[config.mk]
export PLATFORM = sky130hd
export DESIGN_NAME = hc_sr04_ping_scheduler
export DESIGN_NICKNAME = d
export VERILOG_FILES = /design/src/rtl/hc_sr04_ping_scheduler.sv
export SDC_FILE = /design/constraint.sdc
export NUM_CORES = 1
export LEC_CHECK = 0
export BUFFER_PORTS_ARGS = -buffer_cell sky130_fd_sc_hd__clkbuf_2
export CAP_MARGIN = 20
export CORE_MARGIN = 2
export CORE_UTILIZATION = 60
export DETAILED_ROUTE_END_ITERATION = 10
export MAX_ROUTING_LAYER = met4
export PLACE_DENSITY_LB_ADDON = 0.15
export SLEW_MARGIN = 20
export SYNTH_ARGS = -nofsm -noshare
export SYNTH_HDL_FRONTEND = slang
export SYNTH_SLANG_ARGS = --single-unit
export TNS_END_PERCENT = 10
[constraint.sdc]
create_clock -name clk -period 6.2 [get_ports clk]
set_input_delay 0.31 -clock clk [delete_from_list [all_inputs] [get_ports clk]]
set_output_delay 0.31 -clock clk [all_outputs]
set_load 0.01 [all_outputs]
[src/rtl/hc_sr04_ping_scheduler.sv]
// hc_sr04_ping_scheduler: round-robin trigger/echo timing for up to 16 HC-SR04 sensors, one in flight at a time
module hc_sr04_ping_scheduler #(
   parameter int CLK_FREQ         = 100000000,
   parameter int N_SENSORS        = 4,
   parameter int TRIG_DURATION_US = 10,
   parameter int ECHO_TIMEOUT_US  = 30000,
   parameter int HOLDOFF_US       = 10000,
   parameter int O_WL             = 32,
   localparam int IW = (N_SENSORS > 1) ? $clog2(N_SENSORS) : 1
) (
   input  logic                 clk,
   input  logic                 reset_n,
   input  logic                 enable,
   input  logic [N_SENSORS-1:0] sensor_mask,
   output logic [N_SENSORS-1:0] sn_trigger,
   input  logic [N_SENSORS-1:0] sn_echo,
   output logic                 busy,
   output logic                 o_valid,
   output logic [IW-1:0]        o_sensor_id,
   output logic [O_WL-1:0]      o_ticks,
   output logic                 o_timeout
);
   localparam longint TRIG_CNT = longint'(TRIG_DURATION_US) * longint'(CLK_FREQ) / 64'sd1000000;
   localparam longint TO_CNT   = longint'(ECHO_TIMEOUT_US) * longint'(CLK_FREQ) / 64'sd1000000;
   localparam longint HOLD_CNT = longint'(HOLDOFF_US) * longint'(CLK_FREQ) / 64'sd1000000;
   localparam longint MAX_AB   = (TRIG_CNT > TO_CNT) ? TRIG_CNT : TO_CNT;
   localparam longint MAXC     = (MAX_AB > HOLD_CNT) ? MAX_AB : HOLD_CNT;
   localparam int     CW       = $clog2(MAXC + 1);

   if (TO_CNT > longint'((64'd1 << O_WL) - 64'd1)) begin : g_bad_width
      $error("o_ticks width O_WL cannot hold the echo timeout count");
   end
   if (N_SENSORS < 1 || N_SENSORS > 16) begin : g_bad_count
      $error("N_SENSORS must be in 1..16");
   end

   typedef enum logic [2:0] {IDLE, SELECT, TRIG, WAIT_RISE, MEASURE, REPORT, HOLDOFF} state_t;

   state_t               state, nxt;
   logic [N_SENSORS-1:0] echo_s1, echo_s2, echo_d, rise_q, fall_q;
   logic [IW-1:0]        id, id_n, pick, cand;
   logic                 found;
   logic [CW-1:0]        cnt, cnt_n;
   logic [O_WL-1:0]      res_ticks;
   logic                 res_to;

   // two-flop synchronizer plus registered edge flags, so rise and fall see identical delay
   always_ff @(posedge clk or negedge reset_n) begin
      if (!reset_n) begin
         echo_s1 <= '0;
         echo_s2 <= '0;
         echo_d  <= '0;
         rise_q  <= '0;
         fall_q  <= '0;
      end else begin
         echo_s1 <= sn_echo;
         echo_s2 <= echo_s1;
         echo_d  <= echo_s2;
         rise_q  <= echo_s2 & ~echo_d;
         fall_q  <= ~echo_s2 & echo_d;
      end
   end

   // first enabled sensor strictly after the last served id, wrapping around
   always_comb begin
      pick  = '0;
      found = 1'b0;
      cand  = '0;
      for (int k = 1; k <= N_SENSORS; k++) begin
         cand = IW'((int'(id) + k) % N_SENSORS);
         if (!found && sensor_mask[cand]) begin
            found = 1'b1;
            pick  = cand;
         end
      end
   end

   // next-state, counter and result selection
   always_comb begin
      nxt       = state;
      id_n      = id;
      cnt_n     = cnt;
      res_ticks = '0;
      res_to    = 1'b0;
      case (state)
         IDLE:      nxt = (enable && |sensor_mask) ? SELECT : IDLE;
         SELECT: begin
            cnt_n = '0;
            id_n  = found ? pick : id;
            nxt   = found ? TRIG : IDLE;
         end
         TRIG: begin
            nxt   = (cnt == CW'(TRIG_CNT - 1)) ? WAIT_RISE : TRIG;
            cnt_n = (cnt == CW'(TRIG_CNT - 1)) ? '0 : cnt + CW'(1);
         end
         WAIT_RISE: begin
            if (rise_q[id]) begin
               cnt_n = CW'(1);
               nxt   = MEASURE;
            end else if (cnt == CW'(TO_CNT)) begin
               res_to = 1'b1;
               nxt    = REPORT;
            end else
               cnt_n = cnt + CW'(1);
         end
         MEASURE: begin
            res_ticks = O_WL'(cnt);
            if (fall_q[id])
               nxt = REPORT;
            else if (cnt == CW'(TO_CNT)) begin
               res_to = 1'b1;
               nxt    = REPORT;
            end else
               cnt_n = cnt + CW'(1);
         end
         REPORT: begin
            cnt_n = '0;
            nxt   = HOLDOFF;
         end
         HOLDOFF: begin
            if (cnt == CW'(HOLD_CNT - 1)) begin
               cnt_n = '0;
               nxt   = (enable && |sensor_mask) ? SELECT : IDLE;
            end else
               cnt_n = cnt + CW'(1);
         end
         default:   nxt = IDLE;
      endcase
   end

   // state register and registered pin/result outputs; id resets to the last slot so sensor 0 is searched first
   always_ff @(posedge clk or negedge reset_n) begin
      if (!reset_n) begin
         state       <= IDLE;
         id          <= IW'(N_SENSORS - 1);
         cnt         <= '0;
         sn_trigger  <= '0;
         busy        <= 1'b0;
         o_valid     <= 1'b0;
         o_sensor_id <= '0;
         o_ticks     <= '0;
         o_timeout   <= 1'b0;
      end else begin
         state      <= nxt;
         id         <= id_n;
         cnt        <= cnt_n;
         sn_trigger <= (nxt == TRIG) ? (N_SENSORS'(1) << id_n) : '0;
         busy       <= (nxt != IDLE);
         o_valid    <= (nxt == REPORT);
         if (nxt == REPORT) begin
            o_sensor_id <= id;
            o_ticks     <= res_ticks;
            o_timeout   <= res_to;
         end
      end
   end
endmodule

==> flow_summary.toml, run 1 <==
[outcome]
status = "finished, final reports clean"

[synth]
ys_seq_area_share_pct = 51.0
synthMuxAreaShare_pct = 3.46
synth_top_family_by_area = "compound AO/OA/AOI/OAI gates"
synth-main-ff-cell = "dfrtp_1"
synth_compound_area_share_pct = 19.4
synth-simple-area-share_pct = 18.4
synth-xor-area-share_pct = 0.457
synthDistinctLibCells = 69
netlist.area_leader.share_pct = 49.7
synth_edf_count = 0
synth_area_per_cell_sq_um = 10.6
syn_area_sq_mm = 0.00383
synth_area_leaders = "dfrtp_1, a22o_1, nand2_1"
syn_inst = 363
ys_async_sr_fraction_pct = 100
synth_fa_ha_area_share_pct = 0.653
synth_largest_area_cell = "dfrtp_1"
ys_ff_latch = 78
ys_warn_count = 0

[cts]
clkTransAtPathRegs_ns = 0.08
postCtsSetupBuffers = 0
clockBufferDepth = 2
numCtsBuffers = 9
ctsHoldBuffers = 0
cts_tree = "yes"
h-tree-depth = 3
clkLatencyLatePin_ns = 0.35
ctsResizeCount = 0
clock_sinks = 78
cts_root_buf = "clkbuf_8"

[placement]
dp_hpwl_um = 5600
port_buffers = 41
place_congestion = 0.944

[worst_setup_path]
critical_path_buf_inv_count = 0
cp_top_family = "multiplexers"
crit_path_top_delay_cell = "dfstp_2"
path_class = "flop to flop"
endpoint_kind = "flop"
start_kind = "flop"
worstPathRequired_ns = 6.43
max_stage_delay_ns = 0.66
crit_chain = "mux4_1 -> a31oi_1 -> o21a_1 -> or2_1 -> a211o_1 -> mux2_1"
critPathMaxFanout = 26
arrival_ns = 3.17

[timing]
slew_headroom_pct = 35.6
fin_crit_sh_pct = 47.4
finClkSkew_ns = 0.00721
slew_viol_final = 0
rsz0062_at_grt = "no"
hold_ws_ns = 0.0580
finalSetupViolations = 0
hold_viol = 0
max_freq_mhz = 340
tightest_slew_ns = 0.957
period_needed_ns = 2.94
finalSetupTns_ns = 0

[global_routing]
grt_usage_pct = 25.0
grt-ovfl-total = 0
grt_start_max_net_pins = 79
grt_pass1_vias = 2746
grt_pass1_wl_um = 13700
antenna_found_initial = 0

[route]
vias = 3005
ant_nets = 0
routed_via_density = 6.33
wl_per_cell_um = 17.1
drc = 0
routed_wl_um = 8120
drtIter0Drc = 390
drt_first_pass_iters = 5

[die]
die_y_um = 83.9
io_pins = 52
core_sq_mm = 0.00628
initial_core_util_pct = 61.0
rows = 29
die-area_sq_mm = 0.00704
die_w_um = 83.9

[finish]
antenna_cells = 0
fin_nets = 406
nFillCells = 484
drive_gt1_share_pct = 17.6
fin_util_pct = 66.9
area_growth_pct = 9.67

[power]
p_leak_nw = 1.93
ir_worst_vdd_mv = 0.234
powerDensity_mw_per_mm2 = 366

[run]
cap_violations = 0

[worst_hold_path]
hold_class = "input port to flop"
==> final cells by class <==
class                      count  area (sq um)  area share [%]
multi-input combinational    248          1660            39.5
timing repair buffer          42           215            5.12
inverter                      14          52.6            1.25
clock inverter                 6          95.1            2.26
sequential                    78          1950            46.5
tap                           77          96.3            2.29
clock buffer                  10           128            3.04
==> worst paths after layout <==
| kind | from | endpoint | slack (ns) | cells after the start |
|---|---|---|---|---|
| setup / recovery | id[0] | o_sensor_id[0] | 3.26 | 6 |
| hold / removal | sn_echo[2] | echo_s1[2] | 0.06 | 1 |
| setup reg to reg | id[0] | o_sensor_id[0] | 3.26 | 6 |
| hold reg to reg | echo_s1[0] | echo_s2[0] | 0.35 | 0 |
| max in group asynchronous | reset_n | cnt[6] | 5.52 | 1 |
| min in group asynchronous | reset_n | sn_trigger[0] | 0.11 | 1 |
==> metrics by stage <==
step / worst slack [ns] / cells / power (W) / instance area [sq um]
final: 3.26 / 475 / 0.00154 / 4200
after global placement: 3.32 / 459 / 0.00110 / 3980
after floorplan: 3.71 / 372 / 0.00101 / 3860
after CTS: 3.25 / 475 / 0.00154 / 4200
after detailed placement: 3.27 / 459 / 0.00112 / 3980
after global routing: 3.05 / 475 / 0.00163 / 4200
==> registers in the layout (all words and copies together), names as in the netlist, 3 cells and up <==
| register | count |
|---|---|
| cnt | 22 |
| echo_d | 4 |
| echo_s1 | 4 |
| echo_s2 | 4 |
| fall_q | 4 |
| o_ticks | 22 |
| rise_q | 4 |
| sn_trigger | 4 |
| state | 3 |
==> synthesized netlist by cell type, drive strengths merged, types with 3 or more instances <==
cell     number
nor4          8
o21a          3
nand2b        3
a22o         30
nand3        19
a21oi         9
buf          20
a22oi         3
and2          4
nor3          7
o2bb2ai       3
dfrtp        76
a21o          7
nor2b         8
mux2i         5
inv          14
a31oi         5
nor2         22
o31ai         3
nand2        26
nand3b        3
o21ai        12
mux2          3
nand4         8
clkbuf       12
or2           3
and3          4
==> layout by cell type (no fill, tap or decap), drive strengths merged, types with 4 or more instances in the layout <==
| cell | instances |
|---|---|
| o21ai | 12 |
| nand4 | 8 |
| nor2b | 8 |
| nand2 | 26 |
| mux2i | 5 |
| and2 | 4 |
| clkbuf | 50 |
| nor3 | 7 |
| dfrtp | 76 |
| a21o | 7 |
| a31oi | 5 |
| nor4 | 8 |
| a22o | 30 |
| conb | 10 |
| nand3 | 19 |
| nor2 | 22 |
| and3 | 4 |
| a21oi | 9 |
| inv | 15 |
==> logic make-up (layout without fill, tap and decap cells) <==
family / after synthesis / in the layout
buffers and inverters: 46 / 72
multiplexers: 10 / 10
other: 1 / 10
XOR/XNOR: 2 / 2
AND/OR/NAND/NOR: 130 / 130
adder cells (fa/ha/maj): 2 / 2
flip-flops: 78 / 78
AO/OA/AOI/OAI: 94 / 94
==> routing by layer <==
metal  vias up  part of all wire (%)  track usage (%)
met5         -                     0                -
met4         0                   2.5             9.97
met3        25                   7.2             5.14
met2       135                    44             33.3
met1      1459                    46             37.5
li1       1386                     -                -
==> power breakdown <==
group	internal, W	total (W)	switching, W	leakage (nW)
combinational	0.000184	0.000472	0.000287	0.784
sequential	0.000571	0.000648	0.0000765	1.03
clock	0.000230	0.000419	0.000189	0.111
total	0.000986	0.00154	0.000552	1.93
No activity file was read; power rests on OpenSTA's default activity.
==> run 2: changes to the inputs <==
--- a/config.mk
+++ b/config.mk
@@ -8,7 +8,7 @@
 export BUFFER_PORTS_ARGS = -buffer_cell sky130_fd_sc_hd__clkbuf_2
 export CAP_MARGIN = 20
 export CORE_MARGIN = 2
-export CORE_UTILIZATION = 60
+export CORE_UTILIZATION = 57
 export DETAILED_ROUTE_END_ITERATION = 10
 export MAX_ROUTING_LAYER = met4
 export PLACE_DENSITY_LB_ADDON = 0.15
==> constraint.sdc (replaced) <==
create_clock -name clk -period 3.05 [get_ports clk]
set_input_delay 0.1525 -clock clk [delete_from_list [all_inputs] [get_ports clk]]
set_output_delay 0.1525 -clock clk [all_outputs]
set_load 0.01 [all_outputs]
==> flow_summary.toml, run 2 (synthesis gave the netlist of run 1 again) <==
[outcome]
status = "finished, final reports clean"

[power]
pwr-share-clk_pct = 27.3
ir_worst_vdd_mv = 0.433
internal_power_w = 0.00202
powerDensity_mw_per_mm2 = 732
p_switching_w = 0.00111
p_seq_share_pct = 42.2
switching_share_pct = 35.5
p_leak_nw = 1.96
power_w = 0.00313
p_comb_share_pct = 30.6

[placement]
dp_hpwl_um = 5430
place_congestion = 0.946
dp_slack_ns = 0.386
port_buffers = 41
postPlaceCellArea_sq_mm = 0.00400

[finish]
final_cell_mix = "dfrtp_1, clkbuf_2, a22o_1"
reg.largest.list = "cnt x22, o_ticks x22"
drive_gt1_share_pct = 18.0
antenna_cells = 0
area_growth_pct = 11.5
fin_area_sq_mm = 0.00427
final_common_cell = "dfrtp_1"
fin_nets = 414

[route]
ant_nets = 0
vias = 2911
routed_wl_um = 7790
drtIter0Drc = 357
drc = 0
routed_via_density = 6.03
wl_per_cell_um = 16.1
drt_first_pass_iters = 5

[timing]
fin_crit_sh_pct = 87.5
finalSetupViolations = 0
tightest_slew_ns = 0.929
finClkSkew_ns = 0.00898
slew_headroom_pct = 38.0
rsz0062_at_grt = "no"
setup_ws_ns = 0.381
slew_viol_final = 0
finalSetupTns_ns = 0
hold_viol = 0
period_needed_ns = 2.67
max_freq_mhz = 375

[global_routing]
grt_pass1_vias = 2611
grt_usage_pct = 23.1
grt-ovfl-total = 0
antenna_found_initial = 0
grt_pass1_wl_um = 12800
grt_start_max_net_pins = 79

[worst_setup_path]
start_kind = "flop"
crit_path_top_delay_cell = "nor4_2"
reg2reg_from = "cnt[11]"
max_stage_delay_ns = 0.56
critPathMaxFanout = 23
path_class = "flop to flop"
arrival_ns = 2.92
endpoint_kind = "flop"
worstPathRequired_ns = 3.30
timing.rr.end = "o_ticks[21]"
ff2ff_path_depth = 7
crit_chain = "nor4_2 -> nand4_1 -> o21a_1 -> or2_1 -> a211o_1 -> buf_4 -> a22o_1"
reg2reg_slack_ns = 0.38

[worst_hold_path]
holdPathStages = 3
hold_class = "input port to flop"
min_from = "sensor_mask[3]"
hold_end = "id[0]"

[die]
initial_core_util_pct = 59.6
io_pins = 52
die-area_sq_mm = 0.00739
die_w_um = 86.0
die_y_um = 86.0
rows = 29
core_sq_mm = 0.00642

[cts]
numCtsBuffers = 9
cts_tree = "yes"
cts_root_buf = "clkbuf_8"
clockBufferDepth = 2
clkTransAtPathRegs_ns = 0.08
h-tree-depth = 3
clkLatencyLatePin_ns = 0.36
ctsResizeCount = 0
clock_sinks = 78

[run]
cap_violations = 0
run 2: area by class of cell:
cell class / instances / area (sq um)
clock buffers: 10 / 128
fillers: 513 / 2150
inverters: 14 / 52.6
flip-flops and latches: 78 / 1950
multi-input cells: 248 / 1660
clock inverters: 6 / 93.8
well taps: 77 / 96.3
repair buffers: 50 / 288
run 2: what timing repair did:
item / CTS / global route
hold buffers: 5 / 0
endpoints found under the hold margin: 80 / 0
buffers inserted: 0 / 0
run 2: worst max-delay path by stage:
| stage | startpoint | end | slack [ns] | cells past startpoint |
|---|---|---|---|---|
| 4_1_cts | id[0] | o_ticks[21] | 0.38 | 6 |
| 3_5_place_dp | id[0] | o_ticks[21] | 0.39 | 6 |
| 5_1_grt | cnt[11] | cnt[18] | 0.22 | 6 |
| 6_report | cnt[11] | o_ticks[21] | 0.38 | 7 |
| 2_1_floorplan | id[0] | o_ticks[16] | 0.56 | 8 |
| 3_3_place_gp | cnt[11] | cnt[18] | 0.43 | 6 |
run 2: critical path: cells and delay by family, from the launching register on:
kind | cells | cell delay (ns)
flip-flops | 1 | 0.47
AND/OR/NAND/NOR | 3 | 1.01
AO/OA/AOI/OAI | 3 | 0.84
buffers and inverters | 1 | 0.23
run 2: per-layer routing:
layer	global-route usage (%)	vias up	routed length [um]	part of all wire, %
met1	34.3	1363	3750	48
met5	-	-	0	0
li1	-	1402	-	-
met2	30.3	133	3340	43
met4	9.52	0	108	1.4
met3	5.29	13	596	7.6
run 2: per-stage QoR:
stage / instances / util, % / hold WS, ns
floorplan: 372 / - / -0.143
global placement: 462 / 62.3 / 0.260
detailed placement: 462 / 62.3 / 0.262
CTS: 483 / 66.5 / 0.258
global route: 483 / 66.5 / 0.277
finish: 483 / 66.5 / 0.282
run 2: power by group through the flow:
stage | sequential, W | combinational [W] | clock, W
global route | 0.00134 | 0.00105 | 0.000916
floorplan | 0.00126 | 0.000788 | 0
CTS | 0.00131 | 0.000954 | 0.000868
global placement | 0.00133 | 0.000923 | 0
detailed placement | 0.00133 | 0.000943 | 0
finish | 0.00132 | 0.000955 | 0.000853
==> run 3: changes to the inputs <==
--- a/config.mk
+++ b/config.mk
@@ -8,7 +8,7 @@
 export BUFFER_PORTS_ARGS = -buffer_cell sky130_fd_sc_hd__clkbuf_2
 export CAP_MARGIN = 20
 export CORE_MARGIN = 2
-export CORE_UTILIZATION = 57
+export CORE_UTILIZATION = 52
 export DETAILED_ROUTE_END_ITERATION = 10
 export MAX_ROUTING_LAYER = met4
 export PLACE_DENSITY_LB_ADDON = 0.15
==> constraint.sdc (replaced) <==
create_clock -name clk -period 2.2 [get_ports clk]
set_input_delay 0.11 -clock clk [delete_from_list [all_inputs] [get_ports clk]]
set_output_delay 0.11 -clock clk [all_outputs]
set_load 0.01 [all_outputs]
==> flow_summary.toml, run 3 (synthesis gave the netlist of run 1 again) <==
[timing]
max_freq_mhz = 416
finalSetupTns_ns = -4.73
period_needed_ns = 2.40
fin_crit_sh_pct = 109
setup_ws_ns = -0.201
finalSetupViolations = 45
tightest_slew_ns = 0.955
rsz0062_at_grt = "yes"
hold_viol = 0
slew_viol_final = 0
finClkSkew_ns = 0.00917
hold_ws_ns = 0.248
slew_headroom_pct = 36.4

[global_routing]
antenna_found_initial = 0
grt_usage_pct = 24.5
grt_pass1_wl_um = 15400
grt-ovfl-total = 0
grt_start_max_net_pins = 79
grt_pass1_vias = 3008

[worst_setup_path]
start_kind = "flop"
path_class = "flop to flop"
arrival_ns = 2.63
reg2reg_from = "id[0]"
timing.rr.end = "o_ticks[15]"
crit_path_top_delay_cell = "dfstp_2"
critical_path_buf_inv_count = 1
worstPathRequired_ns = 2.43
ff2ff_path_depth = 6
cp_num_cells = 6
reg2reg_slack_ns = -0.20
critPathMaxFanout = 12
max_stage_delay_ns = 0.57
cp_top_family = "compound AO/OA/AOI/OAI gates"
cp-startpoint = "id[0]"
crit_chain = "mux4_2 -> o21a_4 -> or2_4 -> a211o_4 -> buf_12 -> a22o_1"
endpoint_kind = "flop"

[die]
io_pins = 52
die_w_um = 89.8
rows = 31
die_y_um = 89.8
die-area_sq_mm = 0.00807
initial_core_util_pct = 53.4
core_sq_mm = 0.00718

[route]
drtIter0Drc = 274
wl_per_cell_um = 16.5
routed_via_density = 5.66
ant_nets = 0
vias = 3212
drt_first_pass_iters = 5
drc = 0
routed_wl_um = 9340

[worst_hold_path]
hold_end = "id[0]"
min_from = "sensor_mask[3]"
hold_class = "input port to flop"
holdPathStages = 4

[cts]
numCtsBuffers = 9
h-tree-depth = 3
clock_sinks = 78
clockBufferDepth = 2
cts_tree = "yes"
clkLatencyLatePin_ns = 0.35
cts_root_buf = "clkbuf_8"
clkTransAtPathRegs_ns = 0.08

[power]
p_seq_share_pct = 35.9
ir_worst_vdd_mv = 0.484
p_leak_nw = 2.30
pwr-share-clk_pct = 23.1
p_switching_w = 0.00169
p_comb_share_pct = 40.9
internal_power_w = 0.00303
switching_share_pct = 35.8
powerDensity_mw_per_mm2 = 971

[outcome]
violations = "setup timing"
status = "finished with violations"

[placement]
place_congestion = 0.945
port_buffers = 41
dp_hpwl_um = 6640

[finish]
drive_gt1_share_pct = 30.3
final_common_cell = "dfrtp_1"
reg.largest.list = "cnt x22, o_ticks x22"
fin_nets = 476
fin_util_pct = 67.7
antenna_cells = 0
final_cell_mix = "dfrtp_1, buf_4, clkbuf_2"
area_growth_pct = 26.9

[run]
cap_violations = 0
run 3: changes by cell type in the layout (fill, tap and decap cells not counted), sizes merged:
| cell | before | now |
|---|---|---|
| buf | 5 | 66 |
| clkinvlp | 1 | 3 |
| bufinv | 2 | 1 |
| clkbuf | 50 | 51 |
| clkinv | 1 | 0 |
run 3: final cells by class:
class | instances | area, sq um
fillers | 552 | 2320
flip-flops and latches | 78 | 1950
multi-input cells | 248 | 1710
repair buffers | 112 | 825
clock buffers | 10 | 128
well taps | 99 | 124
clock inverters | 6 | 70.1
inverters | 14 | 52.6
run 3: worst max-delay path by stage:
| stage | endpoint | slack [ns] |
|---|---|---|
| after floorplan | o_ticks[16] | -0.23 |
| after global placement | cnt[13] | -0.16 |
| after detailed placement | o_ticks[3] | -0.19 |
| after CTS | o_ticks[2] | -0.21 |
| after global routing | o_ticks[15] | -0.27 |
| final | o_ticks[15] | -0.20 |
run 3: metal layers:
metal  GRT usage [%]  part of all wire, %
met3            5.62                  4.9
met2            35.2                   44
met4            5.64                  1.7
met1            36.0                   49
met5               -                    0
run 3: power groups by stage:
stage / registers (W) / clock network (W) / logic [W]
5_1_grt: 0.00172 / 0.00119 / 0.00211
2_1_floorplan: 0.00175 / 0 / 0.00109
4_1_cts: 0.00170 / 0.00112 / 0.00189
6_report: 0.00170 / 0.00109 / 0.00193
3_5_place_dp: 0.00173 / 0 / 0.00185
3_3_place_gp: 0.00172 / 0 / 0.00184
run 3: worst register-to-register path, cell delays in order, from the launching register on:
cell and delay, ns:
dfstp_2 0.57, mux4_2 0.53, o21a_4 0.24, or2_4 0.23, a211o_4 0.32, buf_12 0.16, a22o_1 0.24
run 3: timing repair:
item / in CTS / in global routing
hold endpoints to repair: 80 / 0
hold buffers: 5 / 0
resized for setup: 5 / 9
buffers inserted: 0 / 0
pin swaps: 3 / 0
setup endpoints to repair: 46 / 53
gates cloned: 0 / 1
run 3: through the flow:
| stage | power [W] | cell area, sq um | setup WS, ns | std cells |
|---|---|---|---|---|
| finish | 0.00472 | 4860 | -0.201 | 567 |
| global route | 0.00502 | 4860 | -0.273 | 567 |
| CTS | 0.00471 | 4810 | -0.213 | 566 |
| detailed placement | 0.00358 | 4540 | -0.190 | 545 |
| global placement | 0.00356 | 4540 | -0.158 | 545 |
| floorplan | 0.00284 | 3860 | -0.233 | 372 |
